## src/rtl/multicycle_ctrl_if.sv

```systemverilog
// Unified memory-port handshake between the control sequencer (master) and memory (slave).
interface multicycle_ctrl_if;
  logic mem_req;
  logic mem_read;
  logic mem_write;
  logic mem_ack;

  modport master (output mem_req, output mem_read, output mem_write, input mem_ack);
  modport slave  (input mem_req, input mem_read, input mem_write, output mem_ack);
endinterface

```

## src/rtl/multicycle_ctrl.sv

```systemverilog
// Multi-cycle FETCH/DECODE/EXEC/MEM/WB control sequencer with memory timeout and retire counter.
// Optional feature: define MUL_EN to decode opcode 1111 as MUL; otherwise 1111 is illegal.
module multicycle_ctrl #(
  parameter int OPC_W       = 4,
  parameter int MEM_TIMEOUT = 15,
  parameter int CNT_W       = 16
) (
  input  logic                 clk,
  input  logic                 rst_n,
  multicycle_ctrl_if.master    mem,
  input  logic [OPC_W-1:0]     opcode,
  input  logic                 zero,
  input  logic                 run,
  output logic                 ir_load,
  output logic                 pc_inc,
  output logic                 pc_load,
  output logic                 branch,
  output logic                 link_sel,
  output logic                 reg_write,
  output logic                 alu_src,
  output logic [2:0]           alu_op,
  output logic                 halted,
  output logic                 illegal,
  output logic                 bus_err,
  output logic [2:0]           state,
  output logic [CNT_W-1:0]     retired
);

  typedef enum logic [2:0] {
    S_FETCH  = 3'd0,
    S_DECODE = 3'd1,
    S_EXEC   = 3'd2,
    S_MEM    = 3'd3,
    S_WB     = 3'd4,
    S_HALT   = 3'd5
  } state_e;

  typedef enum logic [3:0] {
    OP_ADD  = 4'b0000, OP_SUB  = 4'b0001, OP_LDI  = 4'b0010, OP_XOR  = 4'b0011,
    OP_AND  = 4'b0100, OP_BAD  = 4'b0101, OP_JMP  = 4'b0110, OP_HALT = 4'b0111,
    OP_BEQZ = 4'b1000, OP_STR  = 4'b1001, OP_READ = 4'b1010, OP_MOV  = 4'b1011,
    OP_JAL  = 4'b1100, OP_JR   = 4'b1101, OP_BNE  = 4'b1110, OP_MUL  = 4'b1111
  } op_e;

  localparam int TW    = (MEM_TIMEOUT > 0) ? $clog2(MEM_TIMEOUT + 1) : 1;
  localparam int LIM_I = (MEM_TIMEOUT > 0) ? MEM_TIMEOUT - 1 : 0;
  localparam logic [TW-1:0] LIMIT = TW'(LIM_I);

  state_e          r_state;
  state_e          w_next;
  logic [TW-1:0]   r_wait;
  logic [CNT_W-1:0] r_retired;
  logic            r_bus_err;

  op_e             w_op;
  logic            w_upper;
  logic            w_is_halt;
  logic            w_is_illegal;
  logic            w_limit;
  logic            w_timeout;
  logic            w_retire;
  logic            w_waiting;
  logic [2:0]      w_alu_op;
  logic            w_alu_src;

  assign w_op      = op_e'(opcode[3:0]);
  assign w_upper   = |(opcode >> 4);
  assign w_is_halt = !w_upper && (w_op == OP_HALT);
`ifdef MUL_EN
  assign w_is_illegal = w_upper || (w_op == OP_BAD);
`else
  assign w_is_illegal = w_upper || (w_op == OP_BAD) || (w_op == OP_MUL);
`endif

  // The limit cycle is the last one in which an ack is still accepted.
  assign w_limit   = (MEM_TIMEOUT != 0) && (r_wait == LIMIT);
  assign w_waiting = (r_state == S_FETCH) || (r_state == S_MEM);

  always_comb begin
    w_alu_op  = 3'b000;
    w_alu_src = 1'b0;
    case (w_op)
      OP_SUB, OP_BEQZ, OP_BNE: w_alu_op = 3'b011;
      OP_XOR:                  w_alu_op = 3'b001;
      OP_AND:                  w_alu_op = 3'b100;
`ifdef MUL_EN
      OP_MUL:                  w_alu_op = 3'b101;
`endif
      OP_MOV, OP_JR:           w_alu_op = 3'b010;
      OP_LDI, OP_READ, OP_STR, OP_JMP, OP_JAL: begin
        w_alu_op  = 3'b010;
        w_alu_src = 1'b1;
      end
      default:                 w_alu_op = 3'b000;
    endcase
  end

  // NOTE: every signal driven from always_comb gets a default first so no latch is inferred.
  always_comb begin
    w_next    = r_state;
    w_timeout = 1'b0;
    case (r_state)
      S_FETCH: begin
        if (mem.mem_ack)  w_next = S_DECODE;
        else if (w_limit) begin w_next = S_HALT; w_timeout = 1'b1; end
      end
      S_DECODE: begin
        if (w_is_halt)         w_next = S_HALT;
        else if (w_is_illegal) w_next = S_FETCH;
        else                   w_next = S_EXEC;
      end
      S_EXEC: begin
        case (w_op)
          OP_READ, OP_STR:                 w_next = S_MEM;
          OP_JMP, OP_JR, OP_BEQZ, OP_BNE:  w_next = S_FETCH;
          default:                         w_next = S_WB;
        endcase
      end
      S_MEM: begin
        if (mem.mem_ack)  w_next = (w_op == OP_READ) ? S_WB : S_FETCH;
        else if (w_limit) begin w_next = S_HALT; w_timeout = 1'b1; end
      end
      S_WB:    w_next = S_FETCH;
      S_HALT:  if (run) w_next = S_FETCH;
      default: w_next = S_FETCH;
    endcase
  end

  assign w_retire = ((w_next == S_FETCH) &&
                     ((r_state == S_EXEC) || (r_state == S_MEM) || (r_state == S_WB))) ||
                    ((r_state == S_DECODE) && (w_next == S_HALT));

  // NOTE: reset is synchronous; state updates use non-blocking assignments only.
  always_ff @(posedge clk) begin
    if (!rst_n) begin
      r_state   <= S_FETCH;
      r_wait    <= '0;
      r_retired <= '0;
      r_bus_err <= 1'b0;
    end else begin
      r_state   <= w_next;
      r_bus_err <= w_timeout;
      if (w_next != r_state)                                   r_wait <= '0;
      else if (w_waiting && !mem.mem_ack && MEM_TIMEOUT != 0)  r_wait <= r_wait + 1'b1;
      if (w_retire) r_retired <= r_retired + 1'b1;
    end
  end

  // Outputs are gated by rst_n so nothing, in particular no write strobe, leaks during reset.
  always_comb begin
    mem.mem_req   = 1'b0;
    mem.mem_read  = 1'b0;
    mem.mem_write = 1'b0;
    ir_load   = 1'b0;
    pc_inc    = 1'b0;
    pc_load   = 1'b0;
    branch    = 1'b0;
    link_sel  = 1'b0;
    reg_write = 1'b0;
    alu_src   = 1'b0;
    alu_op    = 3'b000;
    halted    = 1'b0;
    illegal   = 1'b0;
    bus_err   = 1'b0;
    state     = 3'd0;
    retired   = '0;
    if (rst_n) begin
      state   = r_state;
      retired = r_retired;
      bus_err = r_bus_err;
      case (r_state)
        S_FETCH: begin
          mem.mem_req  = 1'b1;
          mem.mem_read = 1'b1;
        end
        S_DECODE: begin
          ir_load = 1'b1;
          pc_inc  = 1'b1;
          illegal = w_is_illegal && !w_is_halt;
        end
        S_EXEC: begin
          alu_op  = w_alu_op;
          alu_src = w_alu_src;
          case (w_op)
            OP_JMP, OP_JR: pc_load = 1'b1;
            OP_BEQZ: begin branch = zero;  pc_load = zero;  end
            OP_BNE:  begin branch = ~zero; pc_load = ~zero; end
            default: pc_load = 1'b0;
          endcase
        end
        S_MEM: begin
          alu_op        = w_alu_op;
          alu_src       = w_alu_src;
          mem.mem_req   = 1'b1;
          mem.mem_read  = (w_op == OP_READ);
          mem.mem_write = (w_op == OP_STR);
        end
        S_WB: begin
          alu_op    = w_alu_op;
          alu_src   = w_alu_src;
          reg_write = 1'b1;
          if (w_op == OP_JAL) begin
            link_sel = 1'b1;
            pc_load  = 1'b1;
          end
        end
        S_HALT:  halted = 1'b1;
        default: halted = 1'b0;
      endcase
    end
  end

endmodule

```

## src/flat_wrapper.sv

```systemverilog
// flat-port wrapper written by rule: the top's interface ports become plain ports
module multicycle_ctrl_flat 
#(
  parameter int OPC_W       = 4,
  parameter int MEM_TIMEOUT = 15,
  parameter int CNT_W       = 16
)
  (clk, rst_n, opcode, zero, run, ir_load, pc_inc, pc_load, branch, link_sel, reg_write, alu_src, alu_op, halted, illegal, bus_err, state, retired, mem_mem_req, mem_mem_read, mem_mem_write, mem_mem_ack);
  multicycle_ctrl_if mem_i ();
  input  logic clk;
  input  logic rst_n;
  input  logic [OPC_W-1:0] opcode;
  input  logic zero;
  input  logic run;
  output logic ir_load;
  output logic pc_inc;
  output logic pc_load;
  output logic branch;
  output logic link_sel;
  output logic reg_write;
  output logic alu_src;
  output logic [2:0] alu_op;
  output logic halted;
  output logic illegal;
  output logic bus_err;
  output logic [2:0] state;
  output logic [CNT_W-1:0] retired;
  output wire logic [$bits(mem_i.mem_req)-1:0] mem_mem_req;
  output wire logic [$bits(mem_i.mem_read)-1:0] mem_mem_read;
  output wire logic [$bits(mem_i.mem_write)-1:0] mem_mem_write;
  input wire logic [$bits(mem_i.mem_ack)-1:0] mem_mem_ack;
  assign mem_mem_req = mem_i.mem_req;
  assign mem_mem_read = mem_i.mem_read;
  assign mem_mem_write = mem_i.mem_write;
  assign mem_i.mem_ack = mem_mem_ack;
  multicycle_ctrl #(.OPC_W(OPC_W), .MEM_TIMEOUT(MEM_TIMEOUT), .CNT_W(CNT_W)) u_core (.clk(clk), .rst_n(rst_n), .mem(mem_i), .opcode(opcode), .zero(zero), .run(run), .ir_load(ir_load), .pc_inc(pc_inc), .pc_load(pc_load), .branch(branch), .link_sel(link_sel), .reg_write(reg_write), .alu_src(alu_src), .alu_op(alu_op), .halted(halted), .illegal(illegal), .bus_err(bus_err), .state(state), .retired(retired));
endmodule
```

## config.mk

```make
export PLATFORM = sky130hd
export DESIGN_NAME = multicycle_ctrl_flat
export DESIGN_NICKNAME = d
export VERILOG_FILES = /design/src/rtl/multicycle_ctrl_if.sv /design/src/rtl/multicycle_ctrl.sv /design/src/flat_wrapper.sv
export SDC_FILE = /design/constraint.sdc
export NUM_CORES = 1
export LEC_CHECK = 0
export CELL_PAD_IN_SITES_DETAIL_PLACEMENT = 0
export CELL_PAD_IN_SITES_GLOBAL_PLACEMENT = 2
export CORE_ASPECT_RATIO = 1.2
export CORE_UTILIZATION = 31
export DETAILED_ROUTE_END_ITERATION = 8
export GPL_ROUTABILITY_DRIVEN = 0
export GPL_TIMING_DRIVEN = 0
export PLACE_DENSITY_LB_ADDON = 0.1
export SLEW_MARGIN = 20
export SYNTH_ARGS = -nofsm -noshare
export SYNTH_HDL_FRONTEND = slang
export SYNTH_SLANG_ARGS = --single-unit
export TNS_END_PERCENT = 50
```

## constraint.sdc

```tcl
create_clock -name clk -period 6.8 [get_ports clk]
set_input_delay 1.7 -clock clk [delete_from_list [all_inputs] [get_ports clk]]
set_output_delay 1.7 -clock clk [all_outputs]
set_load 0.02 [all_outputs]
```

==> out/results.tsv, run 1 <==
stage	metric	value	unit
timing	slew_viol_final	0	
clock_tree	post_cts_buffers	0	
yosys	yosysWarnings	0	
yosys	synth.most_common_cell	nor2_1	
yosys	synthMuxAreaShare	8.46	%
min_path	hp-class	reg -> reg	
power	combPwrFrac	24.1	%
critical_path	cp_num_buf_inv	3	
power	ir_drop	0.0960	mV
global_route	use_met2	29.9	%
die	core	0.00574	sq mm
yosys	ys_top_cells_by_area	dfxtp_1 26%, mux2_1 8.5%, nor2_1 5.8%, and2_1 5.7%, a2111oi_2 4.0%	
critical_path	slowest_delay	0.66	ns
yosys	synth_edf_count	0	
yosys	syn-num-nets	248	
yosys	synthCells	236	
die	die_area	0.00633	sq mm
min_path	worstHoldStart	u_core.r_retired[15]	
timing	hold_viol_final	0	
timing	setup_viol	0	
clock_tree	path_clk_slew	0.08	ns
yosys	ys_seq_area_share	25.8	%
global_route	grt_pass1_wl	8.21	mm
critical_path	end_kind	primary output	
routing	drc_errors	0	
critical_path	crit_arrival	3.88	ns
power	clockPowerShare	34.4	%
final_layout	antenna_cells	0	
critical_path	cp_slowest_cell	clkdlybuf4s50_1	
die	initial_core_util	32.4	%
outcome	outcome	finished clean	
critical_path	crit_start	rst_n	
yosys	synth-simple-area-share	37.6	%
yosys	synth-seq-cells	24	
yosys	synthTopCellsByCount	29 x nor2_1, 24 x dfxtp_1, 17 x and2_1, 17 x nand2_1, 14 x mux2_1	
global_route	grt_overflow_total	0	
yosys	synth_area_per_cell	7.89	sq um
yosys	synthXorXnorAreaFrac	2.82	%
clock_tree	clkLatencyLatePin	0.26	ns
clock_tree	htreeDepth	1	
yosys	synth_top_flop_cell	dfxtp_1	
global_route	grt_usage	16.5	%
placement	dpl.hpwl	3.87	mm
global_route	grt_max_degree	15	
yosys	synth_top_area_share	25.8	%
power	p_per_area	146	mW/mm^2
routing	firstDrtPassIters	4	
routing	wl	5.07	mm
routing	drt_iter0_drc	103	
routing	via_per_inst	5.05	
power	power.leakage	0.930	nW
timing	finalCritPeriodShare	82.1	%
global_route	grt_pass1_vias	1682	
die	die_h	86.9	um
power	p_seq_share	41.5	%
final_layout	drive_above_1_share	9.57	%
routing	vias	1829	
timing	holdWs	0.548	ns
timing	finClkSkew	0.00242	ns
critical_path	crit_chain	clkdlybuf4s50_1 > clkbuf_1 > nand2_1 > nor4_1 > clkdlybuf4s50_1	
final_layout	syn_to_final_growth	31.8	%
power	p_int	0.000258	W
run	drv_cap	0	
timing	rsz0062_at_grt	false	
critical_path	cp-start-kind	primary input	
critical_path	crit_type	in -> out	
critical_path	critPathTopFamily	buffers and inverters	
routing	ant_nets	0	
yosys	synth-compound-area-share	17.3	%
critical_path	rr_startpoint	u_core.r_state[0]	
yosys	syn_area	0.00186	sq mm
clock_tree	cts_tree	built	
clock_tree	post_cts_resized	0	
clock_tree	clk_path_buf_depth	2	
critical_path	worstPathMaxFanout	10	
yosys	synth_top_family_by_area	simple AND/OR/NAND/NOR gates	
power	netSwitchingFraction	28.3	%
die	rows	30	
yosys	async_flop_share	0	%
timing	fmax	0.179	GHz
timing	worstMarginPinSlew	0.918	ns
clock_tree	cts.sinks	24	
yosys	synthAdderAreaFrac	2.01	%
critical_path	crit_required	5.10	ns
placement	io_buffers	42	
timing	tns	0	ns
global_route	met1_usage	20.9	%
yosys	synth_cell_types	48	
timing	min_period	5.58	ns
die	die_w	72.8	um
global_route	met3_usage	1.74	%
global_route	grt-busiest-layer	met2	
clock_tree	holdBufCountCts	0	
routing	wl_per_cell	14.0	um
final_layout	nets	295	
critical_path	cpMostUsedCell	clkdlybuf4s50_1	
yosys	synth_area_leader_cell	dfxtp_1	
clock_tree	numCtsBuffers	3	
power	power.switching	0.000102	W
timing	slew_headroom	38.2	%
die	ios	44	
global_route	antenna_found_initial	0	
clock_tree	cts_root_buf	clkbuf_8	
==> area by class of cell <==
type | count | area [sq um]
buffer | 15 | 75.1
sequential | 24 | 480
multi-input combinational | 187 | 1270
clock buffer | 3 | 41.3
inverter | 10 | 37.5
timing repair buffer | 42 | 420
fill | 612 | 3290
clock inverter | 1 | 30.0
tap | 80 | 100
==> worst min-delay path, stage by stage (launching register included) <==
cell and delay (ns):
dfxtp_1 0.31, nor2_1 0.09, mux2_1 0.12
==> power by group through the flow <==
stage | combinational [W] | sequential (W) | clock [W]
2_1_floorplan | 0.0000599 | 0.000151 | 0
3_3_place_gp | 0.0000880 | 0.000152 | 0
6_report | 0.0000868 | 0.000149 | 0.000124
3_5_place_dp | 0.0000870 | 0.000152 | 0
5_1_grt | 0.0000968 | 0.000150 | 0.000134
4_1_cts | 0.0000875 | 0.000149 | 0.000129
==> cells in the final DEF, fill, tap and decap left out, types with 7 or more instances in the layout <==
master	synthesis	routed
and2_1	17	17
nand2_1	17	17
nor2_1	29	29
nor3_1	9	9
nor2b_1	7	7
clkbuf_1	7	7
inv_1	10	10
nand3_1	8	8
dfxtp_1	24	24
a21oi_1	13	13
clkdlybuf4s50_1	0	42
mux2_1	14	14
==> state kept, by name, summed over array words and instances (netlist names) <==
| name | flops |
|---|---|
| u_core.r_state | 3 |
| u_core.r_bus_err | 1 |
| u_core.r_wait | 4 |
| u_core.r_retired | 16 |
==> layer usage <==
layer | vias to the layer above | routed length, um
li1 | 942 | -
met1 | 844 | 2330
met2 | 41 | 2520
met3 | 2 | 186
met4 | 0 | 29
met5 | - | 0
==> through the flow <==
step           utilization (%)  setup WS [ns]  instance area (sq um)  cells  total power, W
3_3_place_gp              41.5           1.09                   2380    358        0.000240
4_1_cts                   42.7           1.16                   2450    362        0.000366
6_report                  42.7           1.22                   2450    362        0.000359
5_1_grt                   42.7           1.02                   2450    362        0.000381
2_1_floorplan                -           1.68                   1860    236        0.000211
3_5_place_dp              41.5           1.16                   2380    358        0.000239
==> cell families (layout without fill, tap and decap cells) <==
group	count (synthesis)	count (layout)
adders and majority gates	3	3
xor gates and xnor gates	6	6
muxes	14	14
and+or+nand+nor	121	121
DFF	24	24
buffers and inverters	25	71
AOI/OAI and AO/OA	43	43
==> final timing paths <==
kind / cells past startpoint / slack (ns) / to
max: 5 / 1.22 / illegal
min: 2 / 0.55 / u_core.r_retired[15]
max reg2reg: 7 / 4.49 / u_core.r_retired[11]
min reg2reg: 2 / 0.55 / u_core.r_retired[15]
No activity file was read; power rests on OpenSTA's default activity.
==> run 2, diff against run 1 <==
--- a/config.mk
+++ b/config.mk
@@ -8,7 +8,7 @@
 export CELL_PAD_IN_SITES_DETAIL_PLACEMENT = 0
 export CELL_PAD_IN_SITES_GLOBAL_PLACEMENT = 2
 export CORE_ASPECT_RATIO = 1.2
-export CORE_UTILIZATION = 31
+export CORE_UTILIZATION = 28
 export DETAILED_ROUTE_END_ITERATION = 8
 export GPL_ROUTABILITY_DRIVEN = 0
 export GPL_TIMING_DRIVEN = 0
==> constraint.sdc (replaced) <==
create_clock -name clk -period 5.51 [get_ports clk]
set_input_delay 1.3775 -clock clk [delete_from_list [all_inputs] [get_ports clk]]
set_output_delay 1.3775 -clock clk [all_outputs]
set_load 0.02 [all_outputs]
==> run 2 against run 1 <==
Effect of this change:
- die area rose by 10%
- core utilization shrank 4.6 points
- register-to-register slack got worse by 1.3 ns
- highest routed layer unchanged
- worst setup slack worse by 0.80 ns
- sequential power grew 23%
- flip-flop and latch count did not move
- clock power increased by 25%
- via count increased by 0.66%
- hold slack lost 0.0078 ns
- cell area rose by 0.26%
==> out/results.tsv, run 2 (synthesis gave the netlist of run 1 again) <==
stage	metric	value	unit
final_layout	syn_to_final_growth	32.1	%
final_layout	drive_above_1_share	9.57	%
critical_path	crit_type	in -> out	
final_layout	nets	295	
die	die_area	0.00699	sq mm
die	die_h	91.4	um
critical_path	r2r_cells	7	
clock_tree	cts.sinks	24	
placement	dpl.hpwl	4.10	mm
critical_path	crit_start	rst_n	
global_route	antenna_found_initial	0	
placement	dp_cells	363	
final_layout	fin_util	38.2	%
critical_path	worstSetupEndpoint	pc_load	
routing	drc_errors	0	
global_route	grt_max_degree	15	
die	rows	32	
final_layout	mostFrequentLayoutCells	42 x clkdlybuf4s50_1, 29 x nor2_1, 24 x dfxtp_1	
timing	finalCritPeriodShare	92.4	%
timing	slew_viol_final	0	
routing	via_per_inst	5.02	
critical_path	end_kind	primary output	
timing	hold_viol_final	0	
timing	rsz0062_at_grt	false	
timing	finClkSkew	0.00449	ns
final_layout	layout_commonest_cell	clkdlybuf4s50_1	
min_path	worstHoldStart	u_core.r_retired[1]	
timing	slew_headroom	40.7	%
clock_tree	path_clk_slew	0.09	ns
run	drv_cap	0	
routing	wl	5.36	mm
timing	fmax	0.197	GHz
global_route	grt_pass1_wl	9.14	mm
global_route	grt_overflow_total	0	
routing	vias	1841	
clock_tree	numCtsBuffers	3	
die	core	0.00645	sq mm
timing	setup_slack	0.421	ns
global_route	grt_usage	16.1	%
routing	wl_per_cell	14.6	um
clock_tree	holdBufCountCts	0	
routing	drt_iter0_drc	95	
final_layout	antenna_cells	0	
critical_path	crit_arrival	3.71	ns
clock_tree	cts_root_buf	clkbuf_8	
outcome	outcome	finished clean	
critical_path	r2r-end	u_core.r_retired[10]	
global_route	grt_pass1_vias	1867	
final_layout	largest_registers	u_core.r_retired x16, u_core.r_wait x4, u_core.r_state x3	
critical_path	worstPathMaxFanout	9	
timing	tns	0	ns
routing	firstDrtPassIters	4	
die	ios	44	
placement	io_buffers	42	
clock_tree	cts_tree	built	
placement	pre_cts_ws	0.422	ns
die	initial_core_util	28.9	%
power	p_per_area	182	mW/mm^2
critical_path	crit_required	4.13	ns
power	power.leakage	0.930	nW
critical_path	rr_startpoint	u_core.r_state[0]	
final_layout	stdcell_count	367	
power	ir_drop	0.121	mV
clock_tree	clk_path_buf_depth	2	
die	die_w	76.5	um
clock_tree	post_cts_buffers	0	
final_layout	largest_register_ffs	16	
clock_tree	htreeDepth	1	
clock_tree	post_cts_resized	0	
timing	min_period	5.09	ns
critical_path	cp-start-kind	primary input	
timing	worstMarginPinSlew	0.882	ns
critical_path	rrSetupSlack	3.17	ns
min_path	hp-class	reg -> reg	
clock_tree	clkLatencyLatePin	0.27	ns
timing	setup_viol	0	
final_layout	top_register	u_core.r_retired	
routing	ant_nets	0	
run 2: cell type report:
cell class,instances,area (sq um)
buffer,15,75.1
clock buffer,3,41.3
timing repair buffer,42,420
sequential,24,480
tap,85,106
inverter,10,37.5
clock inverter,1,30.0
multi-input combinational,187,1270
fill,704,3990
run 2: critical path: stages:
cell and delay [ns]:
clkdlybuf4s50_1 0.69, nand2_1 0.15, nor3_1 0.28, nor4b_1 0.44
a31o_2 0.18, clkdlybuf4s50_1 0.59
run 2: power by group:
part / total, W / internal (W) / leakage (nW) / switching, W
Sequential: 0.000184 / 0.000178 / 0.194 / 0.00000632
Clock: 0.000155 / 0.0000971 / 0.0357 / 0.0000579
Combinational: 0.000108 / 0.0000433 / 0.700 / 0.0000650
run 2: layer usage:
layer / GRT usage (%) / share of wire [%] / vias up
met5: 0 / 0 / -
met4: 4.17 / 0.71 / 0
met3: 1.71 / 3.2 / 2
met2: 30.0 / 51 / 35
met1: 19.5 / 45 / 869
li1: - / - / 935
run 2: how the worst min path moves through the flow:
stage                           endpoint  slack [ns]  cells past startpoint
finish               u_core.r_retired[1]        0.54                      2
global route         u_core.r_retired[1]        0.58                      2
CTS                  u_core.r_retired[1]        0.54                      2
detailed placement   u_core.r_retired[1]        0.53                      2
global placement    u_core.r_retired[15]        0.52                      2
floorplan            u_core.r_retired[1]        0.49                      2
run 2: per-stage QoR:
step / area (sq um) / total power (W) / hold slack [ns]
global placement: 2390 / 0.000298 / 0.517
floorplan: 1860 / 0.000260 / 0.489
global route: 2460 / 0.000473 / 0.580
CTS: 2460 / 0.000455 / 0.544
finish: 2460 / 0.000447 / 0.540
detailed placement: 2390 / 0.000296 / 0.533
==> run 3, diff against run 2 <==
--- a/config.mk
+++ b/config.mk
@@ -5,10 +5,10 @@
 export SDC_FILE = /design/constraint.sdc
 export NUM_CORES = 1
 export LEC_CHECK = 0
+export ABC_AREA = 1
 export CELL_PAD_IN_SITES_DETAIL_PLACEMENT = 0
 export CELL_PAD_IN_SITES_GLOBAL_PLACEMENT = 2
-export CORE_ASPECT_RATIO = 1.2
-export CORE_UTILIZATION = 28
+export CORE_UTILIZATION = 27
 export DETAILED_ROUTE_END_ITERATION = 8
 export GPL_ROUTABILITY_DRIVEN = 0
 export GPL_TIMING_DRIVEN = 0
==> run 3 against run 2 <==
Effect of this change:
- global-route usage decreased by 1.8 points
- sequential power barely moved
- cell count is 28% higher
- core utilization decreased by 1.5 points
- hold slack got worse by 0.041 ns
- first-iteration DRC count decreased by 37%
- clock power up 3%
- die area up 17%
- fmax grew 6.0%
- critical endpoint is now pc_inc
==> out/results.tsv, run 3 <==
stage	metric	value	unit
timing	worstMarginPinSlew	0.681	ns
timing	finClkSkew	0.00800	ns
die	initial_core_util	28.4	%
yosys	ys_top_cells_by_area	dfxtp_1 23%, nand2_1 11%, nand3_1 7.8%, inv_1 7.5%, nand2_2 5.4%	
yosys	synth_top_area_share	22.8	%
clock_tree	cts_tree	built	
yosys	synth_top_flop_cell	dfxtp_1	
final_layout	largest_registers	u_core.r_retired x16, u_core.r_wait x4, u_core.r_state x3	
yosys	synth_cell_types	35	
power	ir_drop	0.0830	mV
critical_path	worstPathMaxFanout	10	
yosys	synth_area_per_cell	6.52	sq um
run	drv_cap	0	
placement	io_buffers	42	
die	die_h	90.3	um
global_route	grt_pass1_vias	1931	
clock_tree	cts.sinks	24	
power	combPwrFrac	33.7	%
routing	firstDrtPassIters	4	
clock_tree	path_clk_slew	0.10	ns
global_route	grt_usage	14.3	%
power	clockPowerShare	30.7	%
critical_path	crit_required	4.13	ns
routing	vias	2035	
yosys	syn-num-nets	335	
clock_tree	numCtsBuffers	3	
global_route	antenna_found_initial	0	
timing	setup_viol	0	
yosys	syn_area	0.00210	sq mm
critical_path	end_kind	primary output	
clock_tree	clkLatencyLatePin	0.27	ns
die	ios	44	
yosys	synthTopCellsByCount	64 x nand2_1, 42 x inv_1, 33 x nand3_1	
yosys	yosysWarnings	0	
min_path	holdPathStages	2	
timing	fmax	0.208	GHz
timing	min_period	4.80	ns
yosys	synthCells	323	
final_layout	syn_to_final_growth	29.3	%
critical_path	r2r_cells	11	
clock_tree	post_cts_buffers	0	
final_layout	mostFrequentLayoutCells	64 x nand2_1, 42 x inv_1, 42 x clkdlybuf4s50_1	
critical_path	crit_type	in -> out	
routing	wl_per_cell	11.9	um
final_layout	nets	382	
timing	slew_headroom	54.6	%
die	die_w	90.3	um
routing	drc_errors	0	
outcome	outcome	finished clean	
timing	finalCritPeriodShare	87.1	%
power	power.leakage	1.16	nW
die	die_area	0.00815	sq mm
yosys	synth-seq-cells	24	
critical_path	crit_arrival	3.42	ns
clock_tree	clk_path_buf_depth	2	
final_layout	largest_register_ffs	16	
timing	holdWs	0.499	ns
power	netSwitchingFraction	34.3	%
yosys	async_flop_share	0	%
power	p_seq_share	35.6	%
critical_path	cp-start-kind	primary input	
final_layout	drive_above_1_share	18.2	%
final_layout	top_register	u_core.r_retired	
clock_tree	holdBufCountCts	0	
power	power.switching	0.000178	W
routing	via_per_inst	4.35	
power	finalPower	0.000520	W
power	p_int	0.000341	W
yosys	ys_seq_area_share	22.8	%
routing	ant_nets	0	
min_path	hp-class	reg -> reg	
global_route	grt_pass1_wl	9.63	mm
routing	drt_iter0_drc	60	
yosys	synth.most_common_cell	nand2_1	
final_layout	antenna_cells	0	
timing	rsz0062_at_grt	false	
yosys	synth_edf_count	0	
final_layout	layout_commonest_cell	nand2_1	
timing	hold_viol_final	0	
timing	slew_viol_final	0	
timing	tns	0	ns
clock_tree	cts_root_buf	clkbuf_8	
clock_tree	post_cts_resized	0	
placement	dpl.hpwl	4.40	mm
power	p_per_area	191	mW/mm^2
global_route	grt_max_degree	15	
global_route	grt_overflow_total	0	
yosys	synth_area_leader_cell	dfxtp_1	
die	core	0.00741	sq mm
die	rows	31	
routing	wl	5.57	mm
clock_tree	htreeDepth	1	
[run 3: cell type report]
class / instances / area (sq um)
clock buffers: 3 / 41.3
clock inverters: 1 / 30.0
multi-input cells: 237 / 1340
flip-flops and latches: 24 / 480
plain buffers: 11 / 87.6
fillers: 852 / 4690
inverters: 51 / 194
repair buffers: 42 / 420
well taps: 99 / 124
[run 3: logic make-up (layout without fill, tap and decap cells)]
logic type / Yosys count / count (layout) / share of synthesized area (%)
adder cells (fa/ha/maj): 3 / 3 / 1.78
XOR/XNOR: 15 / 15 / 6.24
buffers and inverters: 62 / 108 / 13.4
AO/OA/AOI/OAI: 28 / 28 / 8.92
AND/OR/NAND/NOR: 191 / 191 / 46.8
flip-flops: 24 / 24 / 22.8
[run 3: final timing paths]
| kind | start | to | slack (ns) |
|---|---|---|---|
| max | rst_n | pc_inc | 0.71 |
| min | u_core.r_retired[15] | u_core.r_retired[15] | 0.50 |
| max reg2reg | u_core.r_wait[0] | u_core.r_retired[6] | 3.60 |
| min reg2reg | u_core.r_retired[15] | u_core.r_retired[15] | 0.50 |
[run 3: per-stage QoR]
stage | setup WS, ns | utilization, % | instances | instance area, sq um
final | 0.708 | 36.7 | 468 | 2720
after global routing | 0.517 | 36.7 | 468 | 2720
after CTS | 0.627 | 36.7 | 468 | 2720
after detailed placement | 0.639 | 35.8 | 464 | 2650
after global placement | 0.633 | 35.8 | 464 | 2650
after floorplan | 1.40 | - | 323 | 2100
[run 3: critical path: stages]
cell and delay (ns):
clkbuf_1 0.38, clkinv_1 0.35, buf_1 0.37, nor2_1 0.23
buf_4 0.13, clkdlybuf4s50_1 0.58
[run 3: metal layers]
| metal | wire, um | GRT usage (%) |
|---|---|---|
| met1 | 3100 | 21.4 |
| met2 | 2220 | 21.5 |
| met4 | 26 | 2.02 |
| met3 | 214 | 2.86 |
| met5 | 0 | 0 |
[run 3: power by group through the flow]
stage,combinational (W),clock [W],sequential (W)
after floorplan,0.000127,0,0.000188
after global placement,0.000178,0,0.000189
after detailed placement,0.000177,0,0.000189
after CTS,0.000178,0.000166,0.000185
after global routing,0.000193,0.000170,0.000186
final,0.000175,0.000160,0.000185
